**src/rtl/main_controller_multicycle_pkg.sv**
```systemverilog
// Shared RV32I defines for the multicycle controller: opcodes, state encodings,
// datapath select encodings and the DECODE dispatch helper.
`default_nettype none

package main_controller_multicycle_pkg;

  // Opcodes (IR[6:0])
  localparam logic [6:0] OP_LOAD   = 7'b0000011;
  localparam logic [6:0] OP_STORE  = 7'b0100011;
  localparam logic [6:0] OP_RTYPE  = 7'b0110011;
  localparam logic [6:0] OP_ITYPE  = 7'b0010011;
  localparam logic [6:0] OP_BRANCH = 7'b1100011;
  localparam logic [6:0] OP_JAL    = 7'b1101111;
  localparam logic [6:0] OP_JALR   = 7'b1100111;
  localparam logic [6:0] OP_LUI    = 7'b0110111;
  localparam logic [6:0] OP_AUIPC  = 7'b0010111;

  // Branch condition encodings (Funct3)
  localparam logic [2:0] F3_BEQ = 3'b000;
  localparam logic [2:0] F3_BNE = 3'b001;
  localparam logic [2:0] F3_BLT = 3'b100;
  localparam logic [2:0] F3_BGE = 3'b101;

  // ResultSrc
  localparam logic [1:0] RES_ALUOUT = 2'b00;
  localparam logic [1:0] RES_DATA   = 2'b01;
  localparam logic [1:0] RES_ALU    = 2'b10;

  // ALUSrcA
  localparam logic [1:0] SRCA_PC    = 2'b00;
  localparam logic [1:0] SRCA_OLDPC = 2'b01;
  localparam logic [1:0] SRCA_A     = 2'b10;
  localparam logic [1:0] SRCA_ZERO  = 2'b11;

  // ALUSrcB
  localparam logic [1:0] SRCB_B    = 2'b00;
  localparam logic [1:0] SRCB_IMM  = 2'b01;
  localparam logic [1:0] SRCB_FOUR = 2'b10;

  // ALUOp
  localparam logic [1:0] ALUOP_ADD   = 2'b00;
  localparam logic [1:0] ALUOP_SUB   = 2'b01;
  localparam logic [1:0] ALUOP_FUNCT = 2'b10;

  typedef enum logic [3:0] {
    S_FETCH    = 4'd0,
    S_DECODE   = 4'd1,
    S_MEMADR   = 4'd2,
    S_MEMREAD  = 4'd3,
    S_MEMWB    = 4'd4,
    S_MEMWRITE = 4'd5,
    S_EXECR    = 4'd6,
    S_EXECI    = 4'd7,
    S_ALUWB    = 4'd8,
    S_BRANCH   = 4'd9,
    S_JAL      = 4'd10,
    S_JALR     = 4'd11,
    S_JALRPC   = 4'd12,
    S_LUI      = 4'd13,
    S_AUIPC    = 4'd14,
    S_ILLEGAL  = 4'd15
  } state_t;

  // First execute state for a freshly decoded opcode
  function automatic state_t decode_state(input logic [6:0] op);
    case (op)
      OP_LOAD, OP_STORE: return S_MEMADR;
      OP_RTYPE:          return S_EXECR;
      OP_ITYPE:          return S_EXECI;
      OP_BRANCH:         return S_BRANCH;
      OP_JAL:            return S_JAL;
      OP_JALR:           return S_JALR;
      OP_LUI:            return S_LUI;
      OP_AUIPC:          return S_AUIPC;
      default:           return S_ILLEGAL;
    endcase
  endfunction

endpackage

`default_nettype wire

```
**src/rtl/main_controller_multicycle_branch_condition_unit.sv**
```systemverilog
// Combinational branch resolution from Funct3 and the ALU compare flags.
`default_nettype none

module branch_condition_unit
  import main_controller_multicycle_pkg::*;
(
  input  logic [2:0] funct3,
  input  logic [1:0] comp,
  output logic       taken
);

  always_comb begin
    taken = 1'b0;
    case (funct3)
      F3_BEQ:  taken = comp[0];
      F3_BNE:  taken = ~comp[0];
      F3_BLT:  taken = comp[1];
      F3_BGE:  taken = ~comp[1];
      default: taken = 1'b0;  // unsupported conditions behave as a no-op
    endcase
  end

endmodule

`default_nettype wire

```
**src/rtl/main_controller_multicycle.sv**
```systemverilog
// Moore FSM sequencing the shared-memory multicycle RV32I datapath, with a
// memory-ready stall on FETCH, MEMREAD and MEMWRITE.
`default_nettype none

module main_controller_multicycle
  import main_controller_multicycle_pkg::*;
#(
  parameter bit USE_MEM_READY = 1'b1,
  parameter int STATE_W       = 4
) (
  input  logic               clk,
  input  logic               rst,
  input  logic [6:0]         Opcode,
  input  logic [2:0]         Funct3,
  input  logic [1:0]         Comp,
  input  logic               mem_ready,
  output logic               PCWrite,
  output logic               AddrSrc,
  output logic               MemRead,
  output logic               MemWrite,
  output logic               IRWrite,
  output logic               RegWrite,
  output logic [1:0]         ResultSrc,
  output logic [1:0]         ALUSrcA,
  output logic [1:0]         ALUSrcB,
  output logic [1:0]         ALUOp,
  output logic               illegal_op,
  output logic               instr_done,
  output logic [STATE_W-1:0] state_o
);

  state_t state;
  logic   ready;
  logic   taken;

  assign ready   = USE_MEM_READY ? mem_ready : 1'b1;
  assign state_o = state;

  branch_condition_unit u_branch_condition_unit (
    .funct3 (Funct3),
    .comp   (Comp),
    .taken  (taken)
  );

  always_ff @(posedge clk or posedge rst) begin
    if (rst) begin
      state <= S_FETCH;
    end else begin
      case (state)
        S_FETCH:    if (ready) state <= S_DECODE;
        S_DECODE:   state <= decode_state(Opcode);
        S_MEMADR:   state <= Opcode[5] ? S_MEMWRITE : S_MEMREAD;
        S_MEMREAD:  if (ready) state <= S_MEMWB;
        S_MEMWB:    state <= S_FETCH;
        S_MEMWRITE: if (ready) state <= S_FETCH;
        S_EXECR:    state <= S_ALUWB;
        S_EXECI:    state <= S_ALUWB;
        S_ALUWB:    state <= S_FETCH;
        S_BRANCH:   state <= S_FETCH;
        S_JAL:      state <= S_ALUWB;
        S_JALR:     state <= S_JALRPC;
        S_JALRPC:   state <= S_ALUWB;
        S_LUI:      state <= S_ALUWB;
        S_AUIPC:    state <= S_ALUWB;
        S_ILLEGAL:  state <= S_ILLEGAL;
        default:    state <= S_ILLEGAL;
      endcase
    end
  end

  // Output decode; strobes are forced low while rst is asserted so a reset
  // mid-access drops the memory request without waiting for a clock edge.
  always_comb begin
    PCWrite    = 1'b0;
    AddrSrc    = 1'b0;
    MemRead    = 1'b0;
    MemWrite   = 1'b0;
    IRWrite    = 1'b0;
    RegWrite   = 1'b0;
    ResultSrc  = RES_ALUOUT;
    ALUSrcA    = SRCA_PC;
    ALUSrcB    = SRCB_B;
    ALUOp      = ALUOP_ADD;
    illegal_op = 1'b0;
    instr_done = 1'b0;
    case (state)
      S_FETCH: begin
        MemRead   = 1'b1;
        ALUSrcA   = SRCA_PC;
        ALUSrcB   = SRCB_FOUR;
        ResultSrc = RES_ALU;
        IRWrite   = ready;
        PCWrite   = ready;
      end
      S_DECODE: begin
        ALUSrcA = SRCA_OLDPC;
        ALUSrcB = SRCB_IMM;
      end
      S_MEMADR: begin
        ALUSrcA = SRCA_A;
        ALUSrcB = SRCB_IMM;
      end
      S_MEMREAD: begin
        AddrSrc = 1'b1;
        MemRead = 1'b1;
      end
      S_MEMWB: begin
        ResultSrc  = RES_DATA;
        RegWrite   = 1'b1;
        instr_done = 1'b1;
      end
      S_MEMWRITE: begin
        AddrSrc    = 1'b1;
        MemWrite   = 1'b1;
        instr_done = ready;
      end
      S_EXECR: begin
        ALUSrcA = SRCA_A;
        ALUSrcB = SRCB_B;
        ALUOp   = ALUOP_FUNCT;
      end
      S_EXECI: begin
        ALUSrcA = SRCA_A;
        ALUSrcB = SRCB_IMM;
        ALUOp   = ALUOP_FUNCT;
      end
      S_ALUWB: begin
        ResultSrc  = RES_ALUOUT;
        RegWrite   = 1'b1;
        instr_done = 1'b1;
      end
      S_BRANCH: begin
        ALUSrcA    = SRCA_A;
        ALUSrcB    = SRCB_B;
        ALUOp      = ALUOP_SUB;
        ResultSrc  = RES_ALUOUT;
        PCWrite    = taken;
        instr_done = 1'b1;
      end
      S_JAL: begin
        // PC takes the target computed in DECODE while the ALU forms OldPC+4
        ALUSrcA   = SRCA_OLDPC;
        ALUSrcB   = SRCB_FOUR;
        ResultSrc = RES_ALUOUT;
        PCWrite   = 1'b1;
      end
      S_JALR: begin
        ALUSrcA = SRCA_A;
        ALUSrcB = SRCB_IMM;
      end
      S_JALRPC: begin
        ResultSrc = RES_ALUOUT;
        PCWrite   = 1'b1;
        ALUSrcA   = SRCA_OLDPC;
        ALUSrcB   = SRCB_FOUR;
      end
      S_LUI: begin
        ALUSrcA = SRCA_ZERO;
        ALUSrcB = SRCB_IMM;
      end
      S_AUIPC: begin
        ALUSrcA = SRCA_OLDPC;
        ALUSrcB = SRCB_IMM;
      end
      S_ILLEGAL: begin
        illegal_op = 1'b1;
      end
      default: begin
        illegal_op = 1'b1;
      end
    endcase

    if (rst) begin
      PCWrite    = 1'b0;
      MemRead    = 1'b0;
      MemWrite   = 1'b0;
      IRWrite    = 1'b0;
      RegWrite   = 1'b0;
      illegal_op = 1'b0;
      instr_done = 1'b0;
    end
  end

endmodule

`default_nettype wire
```
**config.mk**
```make
export PLATFORM = sky130hd
export DESIGN_NAME = main_controller_multicycle
export DESIGN_NICKNAME = d
export VERILOG_FILES = /design/src/rtl/main_controller_multicycle_pkg.sv /design/src/rtl/main_controller_multicycle_branch_condition_unit.sv /design/src/rtl/main_controller_multicycle.sv
export SDC_FILE = /design/constraint.sdc
export NUM_CORES = 1
export LEC_CHECK = 0
export CELL_PAD_IN_SITES_DETAIL_PLACEMENT = 0
export CELL_PAD_IN_SITES_GLOBAL_PLACEMENT = 2
export CORE_UTILIZATION = 22
export CTS_BUF_LIST = sky130_fd_sc_hd__clkbuf_2 sky130_fd_sc_hd__clkbuf_4 sky130_fd_sc_hd__clkbuf_8
export CTS_CLUSTER_DIAMETER = 80
export CTS_CLUSTER_SIZE = 25
export DETAILED_ROUTE_END_ITERATION = 8
export GPL_ROUTABILITY_DRIVEN = 0
export GPL_TIMING_DRIVEN = 0
export PLACE_DENSITY = 0.87
export SKIP_LAST_GASP = 1
export SYNTH_ARGS = -nofsm -noshare
export SYNTH_HDL_FRONTEND = slang
export SYNTH_SLANG_ARGS = --single-unit
```
**constraint.sdc**
```tcl
create_clock -name clk -period 2.5 [get_ports clk]
set_input_delay 0.5 -clock clk [delete_from_list [all_inputs] [get_ports clk]]
set_output_delay 0.5 -clock clk [all_outputs]
set_load 0.02 [all_outputs]
```
## Yosys cells after proc, flatten, opt, wreduce, memory -nomap -nowiden

Cells that the tools add are included.

- Memory bits (read-only): 0
- Input port bits: 15
- Memories kept: 0
- Latch bits: 0
- Bits in registers: 4
- Logic and storage cells: 74
- Memory bits (writable): 0

- Mux-type cells: 26
- Bitwise operators: 2
- $lt $le $gt $ge: 0
- Equality and inequality tests: 30
- Divide/modulo/power cells: 0
- $mul: 0
- Shifts and indexed selects: 0
- Reduce and logical (&&, ||, !) cells: 15
- Add/subtract/negate cells: 0

Operators with widths:

| cell | count |
|---|---|
| 4-bit case mux with 9 select lines | 1 |
| 4-bit == test (second input constant) | 8 |
| 4-bit case mux with 8 select lines | 1 |
| 7-bit by 6-bit == test with 1-bit output (second input constant) | 3 |
| 7-bit == test (second input constant) | 3 |
| 4-bit by 3-bit == test with 1-bit output (second input constant) | 4 |
| 7-bit by 5-bit == test with 1-bit output (second input constant) | 2 |
| 1-bit two-way mux | 13 |
| 4-bit two-way mux | 3 |
| 2-bit case mux with 2 select lines | 3 |
| 2-bit OR reduction | 6 |
| 6-bit OR reduction | 2 |
| 4-bit by 2-bit == test with 1-bit output (second input constant) | 2 |
| 7-bit by 2-bit == test with 1-bit output (second input constant) | 1 |
| 3-bit == test (second input constant) | 2 |
| 2-bit inequality test (second input constant) | 3 |
| 2-bit case mux with 3 select lines | 1 |
| 3-bit OR reduction | 2 |
| 5-bit OR reduction | 1 |
| 4-bit by 1-bit == test with 1-bit output (second input constant) | 1 |
| 4-bit zero test | 1 |
| 1-bit case mux with 4 select lines | 1 |
| 4-bit OR reduction | 1 |
| 3-bit by 1-bit == test with 1-bit output (second input constant) | 1 |
| other kinds (6) | 7 |

## Logic depth before layout (Yosys ltp)

Gate-level depths: netlist of run 1.

- Depth after elaboration: 4
- Mapped depth: 6
- Mapped depth without buffers: 5

## Modules after synthesis

From an unflattened synthesis of run 1, not the netlist that was laid out.

- Cell total of the unflattened synthesis: 104
- Area total of the unflattened synthesis: 720.7 sq um

By module, submodules not included:

| module | cells each | instances | area an instance (sq um) |
|---|---|---|---|
| main_controller_multicycle | 100 | 1 | 689.4 |
| branch_condition_unit | 4 | 1 | 31.3 |

## Worst setup path after synthesis of run 1

OpenSTA, ideal clock, no wires.

- Path kind: register -> output
- From: reg state[0], in the netlist state_o[0]
- To: out PCWrite
- Path slack: 0.267 ns
- Required time: 2.000 ns
- Data arrival time: 1.733 ns
- Cell stages (with the launch flop): 6
- Path through: dfrtp_1 buf_6 nand2_1 nor3_1 a31oi_1 nor2_1

- Cells in the longest elaborated chain, start to end: 4
- Elaborated cells on any way between the ends: 7

RTL lines:

| element | RTL line | RTL |
|---|---|---|
| start: declaration | main_controller_multicycle.sv:32 | `state_t state;` |
| start signal: assignment | main_controller_multicycle.sv:51 | `S_DECODE: state <= decode_state(Opcode);` |
| start signal: assignment | main_controller_multicycle.sv:52 | `S_MEMADR: state <= Opcode[5] ? S_MEMWRITE : S_MEMREAD;` |
| 4-bit == test | main_controller_multicycle.sv:86 | `case (state)` |
| 2-bit OR reduction (no source line) | - |  |
| 1-bit case mux with 3 select lines * | main_controller_multicycle.sv:86 |  |
| 1-bit two-way mux * | main_controller_multicycle.sv:173 | `if (rst) begin` |
| end: declaration | main_controller_multicycle.sv:17 | `output logic PCWrite,` |

Mark *: on every way between the ends. The rest lies on a longest branch, timed or not.

## Final worst setup path of run 1

- From: in mem_ready
- To: out PCWrite

- Cells in the longest elaborated chain, start to end: 2

RTL lines:

| element | RTL line | RTL |
|---|---|---|
| start: declaration | main_controller_multicycle.sv:16 | `input logic mem_ready,` |
| 1-bit case mux with 3 select lines | main_controller_multicycle.sv:86 |  |
| 1-bit two-way mux | main_controller_multicycle.sv:173 |  |

No other way between the ends.

==> impl_metrics.yaml, run 1 <==
sta:
  hold_viol_final: 0
  setup_viol: 1
  tightest_slew_ps: 306
  setup_slack_ps: -14.5
  drv_slew: 0
  finClkSkew_ps: 8.58
  fin_crit_ps: 2510
  rsz0062_at_grt: "true"
  fmax_ghz: 0.398
  post-route-period-util_pct: 101
  max_slew_margin_pct: 79.5
critical_path:
  rr_endpoint: "state_o[0]$_DFFE_PP0P_"
  crit_path_start_kind: "input pin"
  critical_path_peak_fanout: 7
  r2r_cells: 5
  crit_path_end: "PCWrite"
  endpoint_kind: "output port"
  cp_data_arrival_time_ps: 2010
  crit_start: "mem_ready"
  crit_type: "input pin to output port"
  reg2reg_from: "state_o[2]$_DFFE_PP0P_"
  crit_required_ps: 2000
  reg2reg_slack_ps: 1080
worst_hold_path:
  min_path_type: "input pin to async pin"
run_status:
  outcome: "complete, but fails checks"
  violations: "negative setup slack"
clock_network:
  cts-root-buf: "clkbuf_4"
  cts_buffers: 3
  path_clk_slew_ps: 40
  clockBufferDepth: 2
  cts.sinks: 4
  hold_buffers: 0
  postCtsSetupRepairBufs: 0
  cts_resized: 7
  clock_latency_ps: 250
  cts_tree: "yes"
  cts_max_level: 1
die:
  io_pins: 35
  rows: 20
  initial_core_util_pct: 23.2
  die_w_microns: 58.7
  die_h_microns: 58.7
  die_area_sq_mm: 0.00344
  core_sq_mm: 0.00305
drt:
  drc: 0
  drt-total-wl_mm: 2.35
  wire_per_inst_microns: 12.6
  vias: 898
  routed_via_density: 4.80
  ant_nets: 0
  drtIter0Drc: 29
  first_pass_iters: 5
final_layout:
  syn2layout_area_growth_pct: 60.5
  final_cell_count_no_fill: 187
  layout_commonest_cell: "clkdlybuf4s50_1"
  largest_reg_flops: 4
  design_area_sq_mm: 0.00113
  final_cell_mix: "20 x clkdlybuf4s50_1, 15 x nand2_1, 12 x o21ai_0"
  fin_util_pct: 37.2
  nets: 160
  drive_above_1_share_pct: 11.9
  diodes: 0
logic_synthesis:
  synthCells: 107
  syn-num-nets: 122
  netlist_area_sq_um: 707
  synthTopCellsByArea: "dfrtp_1 14%, o21ai_0 8.5%, nand2_1 8.0%"
  netlist.area_leader.share_pct: 14.2
  postSynth.asyncResetShare_pct: 100
  synth_top_family_by_area: "simple AND/OR/NAND/NOR gates"
  synth-main-ff-cell: "dfrtp_1"
  synth_fa_ha_area_share_pct: 0
  synth_compound_gate_area_share_pct: 32.0
  synth_xor_area_share_pct: 3.72
  synth.mux.area_fraction_pct: 1.42
  synth-simple-area-share_pct: 34.5
  synth-edff-count: 0
  ys_seq_area_share_pct: 14.2
  synth_top_area_cell: "dfrtp_1"
  avgSynthCellArea_sq_um: 6.61
  netlist-cell-type-count: 38
  synth_seq_cells: 4
  yosys_warnings: 0
global_route:
  grt_pass1_vias: 834
  antenna_found_initial: 0
  grt_max_degree: 11
  grtUsageTotal_pct: 14.0
  overflow: 0
  grt_pass1_wl_mm: 3.73
placed_design:
  placed_area_sq_mm: 0.00109
  dp_cells: 184
  portBuffers: 33
  detailed_place_hpwl_mm: 1.77
pwr:
  leakage_nw: 0.572
  vdd_drop_max_v: 0.000236
  p_per_area_mw_per_mm2: 1070
flow_run:
  max_cap_viol_count: 0
-- logic make-up after synthesis --
kind of cell / count (synthesis)
flip-flops: 4
XOR/XNOR: 3
multiplexers: 1
AO/OA/AOI/OAI: 36
buffers and inverters: 14
AND/OR/NAND/NOR: 49
-- stage by stage --
| step | hold slack (ps) | setup TNS, ps | setup WS [ps] | total power [W] |
|---|---|---|---|---|
| global placement | 408 | -1050 | -582 | 0.00116 |
| global route | 182 | -95.3 | -95.3 | 0.00131 |
| CTS | 158 | -40.5 | -40.1 | 0.00123 |
| detailed placement | 418 | -1050 | -571 | 0.00116 |
| floorplan | 385 | 0 | 267 | 0.000776 |
| finish | 149 | -14.5 | -14.5 | 0.00122 |
-- cell type report --
class / instances / area (sq um)
multi-input cells: 89 / 509
fillers: 365 / 1920
well taps: 44 / 55.1
plain buffers: 9 / 83.8
inverters: 5 / 18.8
repair buffers: 33 / 345
flip-flops and latches: 4 / 100
clock buffers: 3 / 22.5
-- how the worst min path moves through the flow --
| stage | start | end | slack (ps) | depth (start not counted) |
|---|---|---|---|---|
| floorplan | rst | state_o[0]$_DFFE_PP0P_ | 380 | 2 |
| global placement | rst | state_o[1]$_DFFE_PP0P_ | 410 | 2 |
| detailed placement | rst | state_o[0]$_DFFE_PP0P_ | 420 | 2 |
| CTS | rst | state_o[1]$_DFFE_PP0P_ | 160 | 2 |
| global route | rst | state_o[2]$_DFFE_PP0P_ | 180 | 2 |
| finish | rst | state_o[1]$_DFFE_PP0P_ | 150 | 2 |
-- routing by layer --
layer / routed length (microns) / global-route usage [%] / up-vias
met5: 0 / 0 / -
met3: 118 / 0.220 / 2
met4: 22 / 5.10 / 0
met2: 1160 / 26.8 / 28
met1: 1050 / 16.7 / 412
li1: - / - / 456
-- cells in the mapped netlist (3+ instances only) --
library cell / n
a21oi_1: 6
nand2_1: 15
buf_6: 3
dfrtp_1: 4
nor2b_1: 3
nand2b_1: 3
o21ai_0: 12
o21a_1: 3
inv_1: 5
nor2_1: 9
nor3_1: 8
nand3_1: 3
-- power breakdown --
part           leakage (nW)  switching (W)  internal (W)  total [W]
combinational         0.507       0.000556      0.000449    0.00100
sequential           0.0511      0.0000360     0.0000926   0.000129
clock                0.0138      0.0000319     0.0000541  0.0000859
total                 0.572       0.000624      0.000596    0.00122
-- worst max-delay path, cell delays in order --
cell,delay (ps)
clkdlybuf4s15_1,310
or3b_1,400
a21o_1,190
a21oi_1,150
a31oi_1,60
nor2_1,80
dlygate4sd2_1,330
Note: power is estimated with default switching activity, not from simulation.
==> inputs of run 2 (changes only) <==
--- a/config.mk
+++ b/config.mk
@@ -5,7 +5,7 @@
 export SDC_FILE = /design/constraint.sdc
 export NUM_CORES = 1
 export LEC_CHECK = 0
-export CELL_PAD_IN_SITES_DETAIL_PLACEMENT = 0
+export CELL_PAD_IN_SITES_DETAIL_PLACEMENT = 2
 export CELL_PAD_IN_SITES_GLOBAL_PLACEMENT = 2
 export CORE_UTILIZATION = 22
 export CTS_BUF_LIST = sky130_fd_sc_hd__clkbuf_2 sky130_fd_sc_hd__clkbuf_4 sky130_fd_sc_hd__clkbuf_8
==> run 2 against run 1 <==
The flow now finishes without violations. Critical endpoint is now MemRead. Critical path depth decreased by 3. Register-to-register slack got worse by 50 ps. Cell count did not move. Maximum frequency grew 3.2%. Worst setup slack better by 79 ps. Clock skew shrank 4.2 ps. Via count rose by 4.3%.
==> impl_metrics.yaml, run 2 (synthesis gave the netlist of run 1 again) <==
critical_path:
  worstPathCellList: "clkbuf_8 > or2_1 > nor3_1 > clkdlybuf4s50_1"
  slowest_stage: "clkdlybuf4s50_1"
  crit_type: "flop to output port"
  critical_path_peak_fanout: 10
  slowest_delay_ps: 620
  crit_required_ps: 2000
  cp_data_arrival_time_ps: 1940
  crit_path_start_kind: "flop"
  endpoint_kind: "output port"
pwr:
  netSwitchingFraction_pct: 51.9
  switching_power_w: 0.000646
  leakage_nw: 0.562
  power_frac_comb_pct: 83.1
  power.total_w: 0.00124
  clkPwrFrac_pct: 6.6
  p_per_area_mw_per_mm2: 1100
  p_int_w: 0.000598
  power_frac_seq_pct: 10.3
  vdd_drop_max_v: 0.000229
drt:
  first_pass_iters: 4
  routed_via_density: 5.01
  drc: 0
  wire_per_inst_microns: 15.0
  drt-total-wl_mm: 2.80
  ant_nets: 0
  drtIter0Drc: 15
  vias: 937
sta:
  fmax_ghz: 0.411
  finClkSkew_ps: 4.39
  post-route-period-util_pct: 97.4
  tightest_slew_ps: 305
  drv_slew: 0
  rsz0062_at_grt: "true"
  fin_crit_ps: 2440
  hold_viol_final: 0
  max_slew_margin_pct: 79.5
  setup_tns_ps: 0
  setup_viol: 0
global_route:
  grt.busiest_layer: "met2"
  met1_usage_pct: 19.6
  overflow: 0
  grt_max_degree: 11
  grtUsageMet2_pct: 33.2
  grt_util_met3_pct: 0.220
  grt_pass1_vias: 997
  grtUsageTotal_pct: 16.9
  grt_pass1_wl_mm: 4.49
  antenna_found_initial: 0
final_layout:
  largest_reg_flops: 4
  fin_util_pct: 37.0
  final_cell_count_no_fill: 187
  drive_above_1_share_pct: 13.3
  final_cell_mix: "20 x clkdlybuf4s50_1, 14 x nand2_1, 12 x o21ai_0"
  nets: 160
  diodes: 0
  layout_commonest_cell: "clkdlybuf4s50_1"
  syn2layout_area_growth_pct: 60.0
die:
  die_h_microns: 58.7
  initial_core_util_pct: 23.2
  rows: 20
  io_pins: 35
  die_w_microns: 58.7
  core_sq_mm: 0.00305
  die_area_sq_mm: 0.00344
placed_design:
  detailed_place_hpwl_mm: 2.23
  dp_cells: 184
  portBuffers: 33
clock_network:
  hold_buffers: 0
  cts_tree: "yes"
  cts_buffers: 3
  cts.sinks: 4
  clock_latency_ps: 240
  path_clk_slew_ps: 40
  clockBufferDepth: 2
  cts_resized: 10
  cts-root-buf: "clkbuf_4"
  cts_max_level: 1
  postCtsSetupRepairBufs: 0
worst_hold_path:
  min_path_type: "input pin to async pin"
run_status:
  outcome: "complete, no violations"
flow_run:
  max_cap_viol_count: 0
run 2: cell types whose count changed in the layout (fill, tap and decap cells not counted), sizes merged:
| cell | change |
|---|---|
| dlymetal6s2s | -1 |
| clkbuf | +1 |
run 2: layout make-up:
class	instances	area [sq um]
Timing Repair Buffer	33	339
Sequential cell	4	100
Fill cell	386	1920
Multi-Input combinational cell	89	512
Tap cell	44	55.1
Inverter	5	18.8
Clock buffer	3	22.5
Buffer	9	83.8
run 2: through the flow:
step                setup WS (ps)  hold slack, ps  instance area [sq um]
global placement             -582             408                   1090
detailed placement           -596             419                   1090
floorplan                     267             385                    707
finish                       64.3             165                   1130
global route                -30.9             175                   1130
CTS                          2.76             166                   1110
run 2: worst paths after layout:
| check | from | endpoint | slack, ps | depth (start not counted) |
|---|---|---|---|---|
| max in group asynchronous | rst | state_o[0]$_DFFE_PP0P_ | 2180 | 2 |
| max reg2reg | state_o[2]$_DFFE_PP0P_ | state_o[0]$_DFFE_PP0P_ | 1030 | 5 |
| min reg2reg | state_o[3]$_DFFE_PP0P_ | state_o[2]$_DFFE_PP0P_ | 850 | 4 |
| max | state_o[2]$_DFFE_PP0P_ | MemRead | 60 | 4 |
| min | rst | state_o[1]$_DFFE_PP0P_ | 160 | 2 |
| min in group clk | mem_ready | state_o[2]$_DFFE_PP0P_ | 820 | 5 |
run 2: layer usage:
metal / wire, microns / part of all wire (%)
met1: 1130 / 40
met2: 1560 / 56
met3: 113 / 4.0
met4: 0 / 0
met5: 0 / 0
run 2: worst max-delay path, delay by kind of cell (launching register included):
family                 cells  cell delay, ps
buffers and inverters      2             800
AND/OR/NAND/NOR            2             470
flip-flops                 1             410
run 2: power groups by stage:
stage	combinational, W	clock (W)	sequential [W]
floorplan	0.000622	0	0.000153
global placement	0.00103	0	0.000128
detailed placement	0.00106	0	0.000130
CTS	0.00104	0.0000838	0.000129
global route	0.00112	0.0000873	0.000134
finish	0.00103	0.0000817	0.000128
